**src/rtl/rs232_rx_fifo.sv**
```systemverilog
// Receive-side byte FIFO between the RS-232 receiver handshake and the CPU IO read path.
// First-word-fall-through storage, explicit occupancy count and a sticky overrun flag.
module rs232_rx_fifo #(
  parameter int AW = 4,
  parameter int DW = 8
) (
  input  logic          clk,
  input  logic          rst,
  input  logic          in_rdy,
  input  logic [DW-1:0] in_data,
  output logic          in_done,
  input  logic          pop,
  input  logic          stat_rd,
  output logic [DW-1:0] dout,
  output logic          rdy,
  output logic [AW:0]   count,
  output logic          ovf
);

  localparam int DEPTH = 2 ** AW;
  localparam logic [AW:0] FULL_COUNT = DEPTH[AW:0];

  typedef enum logic {
    IDLE = 1'b0,
    WAIT = 1'b1
  } cap_state_t;

  cap_state_t state_reg, state_next;

  logic [DW-1:0] mem [DEPTH];

  logic [AW-1:0] wptr_reg, wptr_next;
  logic [AW-1:0] rptr_reg, rptr_next;
  logic [AW:0]   count_reg, count_next;
  logic          ovf_reg, ovf_next;
  logic          in_done_reg, in_done_next;

  logic push_req;
  logic full;
  logic empty;
  logic pop_ok;
  logic push_ok;
  logic drop;

  // Capture FSM: one push request and one in_done pulse per receiver byte,
  // however long the receiver keeps rdy asserted afterwards.
  always_comb begin
    state_next   = state_reg;
    in_done_next = 1'b0;
    push_req     = 1'b0;
    case (state_reg)
      IDLE: begin
        if (in_rdy) begin
          push_req     = 1'b1;
          in_done_next = 1'b1;
          state_next   = WAIT;
        end
      end
      WAIT: begin
        if (!in_rdy) begin
          state_next = IDLE;
        end
      end
      default: state_next = IDLE;
    endcase
  end

  assign full  = (count_reg == FULL_COUNT);
  assign empty = (count_reg == '0);

  // A pop in the same cycle frees a slot, so a full FIFO still accepts the push.
  assign pop_ok  = pop & ~empty;
  assign push_ok = push_req & (~full | pop_ok);
  assign drop    = push_req & full & ~pop_ok;

  always_comb begin
    wptr_next  = wptr_reg;
    rptr_next  = rptr_reg;
    count_next = count_reg;
    if (push_ok) begin
      wptr_next = wptr_reg + 1'b1;
    end
    if (pop_ok) begin
      rptr_next = rptr_reg + 1'b1;
    end
    case ({push_ok, pop_ok})
      2'b10:   count_next = count_reg + 1'b1;
      2'b01:   count_next = count_reg - 1'b1;
      default: count_next = count_reg;
    endcase
  end

  // Set wins over a coincident status read so a drop is never lost.
  always_comb begin
    ovf_next = ovf_reg;
    if (drop) begin
      ovf_next = 1'b1;
    end else if (stat_rd) begin
      ovf_next = 1'b0;
    end
  end

  always_ff @(posedge clk or posedge rst) begin
    if (rst) begin
      state_reg   <= IDLE;
      wptr_reg    <= '0;
      rptr_reg    <= '0;
      count_reg   <= '0;
      ovf_reg     <= 1'b0;
      in_done_reg <= 1'b0;
    end else begin
      state_reg   <= state_next;
      wptr_reg    <= wptr_next;
      rptr_reg    <= rptr_next;
      count_reg   <= count_next;
      ovf_reg     <= ovf_next;
      in_done_reg <= in_done_next;
    end
  end

  // Storage contents are deliberately left out of reset.
  always_ff @(posedge clk) begin
    if (push_ok) begin
      mem[wptr_reg] <= in_data;
    end
  end

  assign dout    = mem[rptr_reg];
  assign rdy     = ~empty;
  assign count   = count_reg;
  assign ovf     = ovf_reg;
  assign in_done = in_done_reg;

endmodule

```
**config.mk**
```make
export PLATFORM = sky130hd
export DESIGN_NAME = rs232_rx_fifo
export DESIGN_NICKNAME = d
export VERILOG_FILES = /design/src/rtl/rs232_rx_fifo.sv
export SDC_FILE = /design/constraint.sdc
export NUM_CORES = 1
export LEC_CHECK = 0
export ABC_AREA = 1
export CORE_MARGIN = 5
export CORE_UTILIZATION = 25
export DETAILED_ROUTE_END_ITERATION = 16
export PLACE_DENSITY = 0.38
export SLEW_MARGIN = 20
export SYNTH_ARGS = -nofsm -noshare
export SYNTH_HDL_FRONTEND = slang
export SYNTH_SLANG_ARGS = --single-unit
```
**constraint.sdc**
```tcl
create_clock -name clk -period 2.7 [get_ports clk]
set_clock_uncertainty 0.05 [all_clocks]
set_input_delay 0.405 -clock clk [delete_from_list [all_inputs] [get_ports clk]]
set_output_delay 0.405 -clock clk [all_outputs]
set_load 0.1 [all_outputs]
```
==> flow_metrics.tcl, run 1 <==
set metrics [dict create \
    status "finished, final reports clean" \
    critical_path.slowest_cell "dfrtp_4" \
    wl_per_cell_um 16.68 \
    syn_area_per_cell_um2 13.04 \
    area_growth_pct 25.18 \
    ff2ff_path_depth 9 \
    period_minus_slack_ns 2.594 \
    synth_common_cells "128 x edfxtp_1, 55 x inv_1, 42 x o21ai_0, 39 x nand2_1" \
    clock_sinks 144 \
    synth_cell_types 30 \
    grt_pass1_wl_um 22870 \
    syn-num-nets 491 \
    setup_tns_ns 0 \
    maxCapViolations 0 \
    seq_area_frac_synth_pct 69.11 \
    n_fill_cell 2474 \
    dpl.hpwl_um 9593 \
    synth.most_common_cell "edfxtp_1" \
    p_leak_nw 2.894 \
    ctsHoldBuffers 0 \
    finalSetupViolCount 0 \
    crit_type "reg -> out" \
    utilization_pct 31.70 \
    drt_iter0_markers 216 \
    ys_warn_count 0 \
    worst_pin_slew_ns 0.7331 \
    root_buffer "clkbuf_16" \
    core_area_mm2 0.02425 \
    r2r-end "mem[7][5]" \
    crit_chain "buf_12 > buf_12 > a21oi_1 > o21ai_0 > o211ai_1 > nand3_1 > nand2_1 > buf_12" \
    cp.arrival_ns 2.14 \
    slew_headroom_pct 50.97 \
    synth_area_leaders "edfxtp_1 63%, dfrtp_1 6.5%, mux2i_1 5.2%, o211ai_1 3.9%, o21ai_0 3.4%" \
    antenna_found_initial 0 \
    cts_max_path_buffers 2 \
    max_freq_mhz 385.5 \
    ys_seq_elements 144 \
    placed_area_mm2 0.007020 \
    htreeDepth 4 \
    cts-buffers-inserted 17 \
    cp_data_required_time_ns 2.25 \
    synth_top_area_share_pct 62.59 \
    end_kind "output pin" \
    largest_reg_flops 128 \
    powerDensity_mw_per_mm2 1229 \
    wl_um 14500 \
    io_buffers 28 \
    worst-r2r-setup-slack_ns 0.72 \
    syn_inst 471 \
    num_rows 57 \
    path_clk_slew_ns 0.06 \
    synth_edf_count 128 \
    insertion_delay_ns 0.42 \
    antennaDiodeCount 0 \
    syn_area_mm2 0.006141 \
    io_pins 29 \
    rr_startpoint "count[0]" \
    synth_largest_area_cell "edfxtp_1" \
    dp_cells 832 \
    report.final.slew_viol_count 0 \
    crit_path_frequent_cell "buf_12" \
    rsz0062_at_grt "yes" \
    min_period_over_period_pct 96.07 \
    grt_start_max_net_pins 35 \
    crit_start "rptr_reg[0]" \
    dr_total_vias 3706 \
    ir_drop_mv 0.7670 \
    cts_tree "built" \
    drc 0 \
    timing_hold_violations_final 0 \
    gp_congestion 0.7433 \
    grt_use_total_pct 10.82 \
    drive_above_1_share_pct 17.98 \
    final_cells 869 \
    ys.flop_type "edfxtp_1" \
    die-width_um 166.7 \
    synth-async-reset-ratio_pct 11.11 \
    overflow 0 \
    start_util_pct 25.33 \
    die_area_mm2 0.02780 \
    dieHeight_um 166.7 \
    cp_max_fo 24 \
    first_pass_iters 6 \
    min_path_type "in -> async" \
    grt_pass1_vias 3830 \
    finalNetCount 552 \
    detail-route-antenna-nets 0 \
    via_per_inst 4.265 \
    crit_path_start_kind "flop" \
    slowest_delay_ns 0.50 \
    stdcell_area_mm2 0.007687 \
    p_total_mw 9.444 \
]
==> per-stage QoR <==
stage	worst slack (ns)	hold slack, ns
global route	-0.004861	0.4178
CTS	0.02293	0.3770
finish	0.1062	0.3372
global placement	0.3054	0.4765
floorplan	0.03524	0.2687
detailed placement	0.2989	0.4781
==> power by group <==
| group | total (mW) | switching, mW | internal, mW |
|---|---|---|---|
| registers | 2.81 | 0.177 | 2.63 |
| clock network | 2.37 | 0.876 | 1.50 |
| logic | 4.26 | 2.85 | 1.41 |
| total | 9.44 | 3.90 | 5.54 |
==> worst max-delay path: cells and delay by family, from the launching register on <==
| kind | cells | cell delay [ns] |
|---|---|---|
| flip-flops | 1 | 0.50 |
| AND/OR/NAND/NOR | 2 | 0.33 |
| AO/OA/AOI/OAI | 3 | 0.39 |
| buffers and inverters | 3 | 0.51 |
==> cell families (layout without fill, tap and decap cells) <==
family,Yosys count,in the layout,synth area share (%)
flops,144,144,69.11
mux,32,32,5.216
xor+xnor,8,8,1.141
fa+ha+maj,7,7,1.426
simple gates,87,87,7.192
buf+inv,82,156,5.542
compound gates,111,111,10.37
==> placed cells by master (no fill, tap or decap), types with 3 or more instances in the layout <==
cell	synthesis	layout
o211ai_1	32	32
o21ai_1	4	8
xor2_1	7	7
nor2_1	17	17
dfrtp_1	16	15
mux2i_1	32	32
clkbuf_16	0	17
clkinv_1	3	4
buf_12	0	10
nand4_1	4	4
buf_4	2	40
ha_1	7	7
inv_1	55	55
bufinv_16	0	3
nand2_1	39	37
nor2_4	3	3
nand2_4	3	3
a21oi_1	32	31
clkbuf_1	8	3
edfxtp_1	128	128
nand2_2	1	3
o21ai_0	42	38
nand3_1	13	13
clkdlybuf4s50_1	0	12
==> final cells by class <==
| type | instances | area [µm²] | share of cell area (%) |
|---|---|---|---|
| flip-flops and latches | 144 | 4248 | 55.26 |
| multi-input cells | 245 | 1565 | 20.36 |
| repair buffers | 64 | 643.1 | 8.366 |
| clock buffers | 22 | 464.2 | 6.038 |
| well taps | 324 | 405.4 | 5.273 |
| inverters | 60 | 225.2 | 2.930 |
| clock inverters | 10 | 136.4 | 1.774 |
==> how the worst max path moves through the flow <==
stage	to	slack (ns)	cells after the start
2_1_floorplan	count[4]	0.04	14
3_3_place_gp	mem[10][7]	0.31	6
3_5_place_dp	mem[7][6]	0.30	8
4_1_cts	dout[5]	0.02	7
5_1_grt	dout[6]	-0.005	8
6_report	dout[0]	0.11	8
==> per-layer routing <==
layer	routed length [µm]	up-vias	GRT usage, %
li1	-	1816	-
met1	7030	1813	14.53
met2	6774	61	17.40
met3	453	16	2.228
met4	240	0	3.913
met5	0	-	0
==> timing repair <==
| action | CTS | global route |
|---|---|---|
| endpoints found under the setup margin | 8 | 6 |
| resized for setup | 0 | 8 |
| endpoints found under the hold margin | 0 | 0 |
| buffers inserted | 5 | 0 |
| pin swaps | 1 | 3 |
Power figures use the tool's default switching activity.
==> run 2, diff against run 1 <==
--- a/config.mk
+++ b/config.mk
@@ -9,6 +9,7 @@
 export CORE_MARGIN = 5
 export CORE_UTILIZATION = 25
 export DETAILED_ROUTE_END_ITERATION = 16
+export GPL_TIMING_DRIVEN = 0
 export PLACE_DENSITY = 0.38
 export SLEW_MARGIN = 20
 export SYNTH_ARGS = -nofsm -noshare
==> flow_metrics.tcl, run 2 (synthesis gave the netlist of run 1 again) <==
set metrics [dict create \
    overflow 0 \
    min_period_over_period_pct 97.07 \
    multi_input_area_mm2 0.001582 \
    min_path_type "in -> async" \
    final_cell_mix "128 x edfxtp_1, 54 x inv_1, 42 x o21ai_0" \
    die_area_mm2 0.02780 \
    critical_path.slowest_cell "clkbuf_2" \
    status "finished, final reports clean" \
    period_minus_slack_ns 2.621 \
    max_freq_mhz 381.6 \
    antenna_found_initial 0 \
    crit_type "reg -> out" \
    cts_max_path_buffers 2 \
    endpoint "dout[4]" \
    crit_path_frequent_cell "o211ai_1" \
    grt_start_max_net_pins 17 \
    num_rows 57 \
    drive_above_1_share_pct 15.85 \
    first_pass_iters 4 \
    maxCapViolations 0 \
    post-cts-setup-buffers 0 \
    report.final.slew_viol_count 0 \
    gp_congestion 0.7392 \
    via_per_inst 4.296 \
    timing_hold_violations_final 0 \
    crit_path_start_kind "flop" \
    path_clk_slew_ns 0.06 \
    largest_reg_flops 128 \
    rr_startpoint "count[0]" \
    antennaDiodeCount 0 \
    ff2ff_path_depth 6 \
    insertion_delay_ns 0.42 \
    drc 0 \
    worst_pin_slew_ns 1.060 \
    clock_sinks 144 \
    dpl.hpwl_um 10880 \
    p_total_mw 9.652 \
    cp_data_required_time_ns 2.25 \
    cts_tree "built" \
    wl_um 15860 \
    placed_area_mm2 0.006848 \
    setup_tns_ns 0 \
    die-width_um 166.7 \
    htreeDepth 4 \
    detail-route-antenna-nets 0 \
    grt_pass1_wl_um 24210 \
    crit_chain "buf_1 > clkbuf_2 > o211ai_1 > o211ai_1 > nand2_2 > buf_12" \
    layout_commonest_cell "edfxtp_1" \
    wl_per_cell_um 18.58 \
    regArea_mm2 0.004245 \
    cp.arrival_ns 2.17 \
    core_area_mm2 0.02425 \
    finalNetCount 537 \
    ir_drop_mv 0.8438 \
    slew_headroom_pct 29.06 \
    io_buffers 28 \
    slowest_delay_ns 0.38 \
    r2r-end "mem[10][5]" \
    root_buffer "clkbuf_16" \
    start_util_pct 25.33 \
    dieHeight_um 166.7 \
    crit_start "rptr_reg[2]" \
    grt_pass1_vias 3880 \
    io_pins 29 \
    utilization_pct 31.34 \
    n_fill_cell 2469 \
    p_leak_nw 2.808 \
    end_kind "output pin" \
    worst-r2r-setup-slack_ns 0.28 \
    drt_iter0_markers 165 \
    grt_use_total_pct 11.88 \
    area_growth_pct 23.74 \
    rsz0062_at_grt "no" \
    finalSetupViolCount 0 \
    cp_max_fo 10 \
    powerDensity_mw_per_mm2 1270 \
    cts-buffers-inserted 17 \
    dr_total_vias 3669 \
    stdcell_area_mm2 0.007599 \
]
run 2: per-layer routing:
layer / wire, µm / vias up / global-route usage, %
met4: 210 / 0 / 3.949
li1: - / 1788 / -
met1: 7025 / 1785 / 14.92
met5: 0 / - / 0
met2: 7972 / 83 / 20.05
met3: 656 / 13 / 3.034
run 2: how the worst min path moves through the flow:
stage,from,endpoint,slack (ns)
3_5_place_dp,wptr_reg[2],wptr_reg[2],0.49
2_1_floorplan,rst,count[0],0.27
6_report,rst,ovf,0.36
4_1_cts,rst,in_done,0.38
3_3_place_gp,ovf,ovf,0.47
5_1_grt,rst,count[2],0.41
run 2: final cells by class:
class / count / area share [%]
clock inverters: 13 / 3.096
plain buffers: 20 / 1.795
well taps: 324 / 5.335
multi-input cells: 245 / 20.81
clock buffers: 19 / 5.829
repair buffers: 29 / 4.265
inverters: 60 / 2.997
flip-flops and latches: 144 / 55.87
run 2: report_power, final:
| group | total, mW | leakage, nW | switching, mW | internal (mW) |
|---|---|---|---|---|
| Combinational | 4.17 | 1.14 | 2.95 | 1.22 |
| Clock | 2.67 | 0.323 | 0.906 | 1.76 |
| Sequential | 2.81 | 1.34 | 0.183 | 2.63 |
| Total | 9.65 | 2.81 | 4.04 | 5.61 |
run 2: per-stage QoR:
| stage | hold slack (ns) | instances | setup WS, ns |
|---|---|---|---|
| finish | 0.3592 | 854 | 0.07912 |
| global route | 0.4116 | 854 | 0.01073 |
| CTS | 0.3809 | 856 | -0.01591 |
| detailed placement | 0.4857 | 824 | -0.6879 |
| global placement | 0.4728 | 823 | -0.7191 |
| floorplan | 0.2687 | 471 | 0.03524 |
run 2: critical path, delay by kind of cell (launching register included):
| family | cells | cell delay, ns |
|---|---|---|
| simple gates | 1 | 0.11 |
| compound gates | 2 | 0.43 |
| buf+inv | 3 | 0.89 |
| flops | 1 | 0.32 |
run 2: what timing repair did:
action,CTS,global route
gates resized for setup,69,20
setup endpoints to repair,9,8
pin swaps,2,3
hold buffers,0,0
==> run 3, diff against run 2 <==
--- a/config.mk
+++ b/config.mk
@@ -10,7 +10,7 @@
 export CORE_UTILIZATION = 25
 export DETAILED_ROUTE_END_ITERATION = 16
 export GPL_TIMING_DRIVEN = 0
-export PLACE_DENSITY = 0.38
+export PLACE_DENSITY = 0.39
 export SLEW_MARGIN = 20
 export SYNTH_ARGS = -nofsm -noshare
 export SYNTH_HDL_FRONTEND = slang
==> constraint.sdc (replaced) <==
create_clock -name clk -period 2.19 [get_ports clk]
set_clock_uncertainty 0.05 [all_clocks]
set_input_delay 0.3285 -clock clk [delete_from_list [all_inputs] [get_ports clk]]
set_output_delay 0.3285 -clock clk [all_outputs]
set_load 0.1 [all_outputs]
==> flow_metrics.tcl, run 3 (synthesis gave the netlist of run 1 again) <==
set metrics [dict create \
    fin_hold_ws_ns 0.2875 \
    dr_total_vias 3678 \
    grt_start_max_net_pins 17 \
    grt_pass1_wl_um 24350 \
    finalNetCount 540 \
    final_cell_mix "128 x edfxtp_1, 54 x inv_1, 33 x nand2_1" \
    io_pins 29 \
    path_clk_slew_ns 0.06 \
    powerDensity_mw_per_mm2 1560 \
    drt_iter0_markers 234 \
    gp_congestion 0.7802 \
    insertion_delay_ns 0.42 \
    antenna_found_initial 0 \
    maxCapViolations 0 \
    layout_commonest_cell "edfxtp_1" \
    ir_drop_mv 0.8250 \
    crit_type "reg -> out" \
    via_per_inst 4.297 \
    stdcell_area_mm2 0.007875 \
    placed_area_mm2 0.006863 \
    finalSetupViolCount 8 \
    antennaDiodeCount 0 \
    overflow 0 \
    cts_max_path_buffers 2 \
    cp_data_required_time_ns 1.81 \
    num_rows 57 \
    cts-buffers-inserted 17 \
    drive_above_1_share_pct 22.74 \
    htreeDepth 4 \
    die-width_um 166.7 \
    first_pass_iters 4 \
    dieHeight_um 166.7 \
    max_freq_mhz 409.4 \
    start_util_pct 25.33 \
    largest_reg_flops 128 \
    cts_tree "built" \
    detail-route-antenna-nets 0 \
    area_growth_pct 28.24 \
    finalWorstSetupSlack_ns -0.2527 \
    cp.arrival_ns 2.06 \
    cp_max_fo 7 \
    die_area_mm2 0.02780 \
    period_minus_slack_ns 2.443 \
    p_leak_nw 2.869 \
    crit_path_start_kind "flop" \
    root_buffer "clkbuf_16" \
    failed_checks "setup timing" \
    worst_pin_slew_ns 0.9661 \
    slew_headroom_pct 35.85 \
    min_path_type "in -> async" \
    io_buffers 28 \
    report.final.slew_viol_count 0 \
    rsz0062_at_grt "yes" \
    wl_per_cell_um 18.86 \
    end_kind "output pin" \
    timing_hold_violations_final 0 \
    grt_use_total_pct 11.97 \
    wl_um 16140 \
    status "complete, but fails checks" \
    dpl.hpwl_um 10810 \
    ctsHoldBuffers 0 \
    drc 0 \
    ff2ff_path_depth 5 \
    min_period_over_period_pct 111.5 \
    clock_sinks 144 \
    core_area_mm2 0.02425 \
    grt_pass1_vias 3830 \
]
[run 3: worst paths after layout]
| check | from | end | slack, ns |
|---|---|---|---|
| max in group asynchronous | rst | count[4] | 1.28 |
| max | rptr_reg[0] | dout[3] | -0.25 |
| min in group clk | in_rdy | state_reg | 0.40 |
| min reg2reg | ovf | ovf | 0.48 |
| min | rst | count[2] | 0.29 |
| max reg2reg | count[4] | mem[8][4] | 0.07 |
[run 3: timing repair]
action                                  in CTS  in global routing
pin swaps                                   14                 12
endpoints found under the setup margin     124                 88
buffers inserted                             4                  2
resized for setup                          166                 31
hold endpoints to repair                     0                  0
[run 3: where the power goes]
group	total (mW)	internal, mW	leakage (nW)	switching [mW]
combinational	5.77	1.91	1.24	3.86
clock	2.98	1.89	0.293	1.10
sequential	3.53	3.27	1.34	0.257
total	12.3	7.07	2.87	5.21
[run 3: worst max-delay path, cell delays in order (launching register included)]
cell and delay, ns:
dfrtp_2 0.48, buf_12 0.17, buf_6 0.11, mux2i_2 0.21
o21ai_1 0.09, o211ai_1 0.25, nand2_1 0.15, buf_12 0.19
[run 3: layout make-up]
class | instances | area [µm²]
clock inverter | 12 | 167.7
tap | 324 | 405.4
sequential | 144 | 4264
buffer | 17 | 193.9
fill | 2421 | 16370
multi-input combinational | 245 | 1772
timing repair buffer | 35 | 407.9
inverter | 60 | 231.5
clock buffer | 19 | 432.9
[run 3: routing by layer]
metal	track usage, %	vias to the layer above	share of wire [%]
li1	-	1794	-
met1	16.21	1826	47
met2	19.13	47	49
met3	2.797	11	2.9
met4	3.806	0	1.1
met5	0	-	0
[run 3: stage by stage]
step	TNS [ns]	util, %	std cells	power (mW)	setup WS, ns
after detailed placement	-64.51	28.30	824	8.468	-1.012
after global placement	-72.76	28.23	823	8.418	-1.084
after floorplan	-0.07010	-	471	7.028	-0.07010
final	-1.587	32.48	856	12.28	-0.2527
after CTS	-1.939	32.08	857	12.29	-0.2781
after global routing	-2.788	32.48	856	12.90	-0.3396
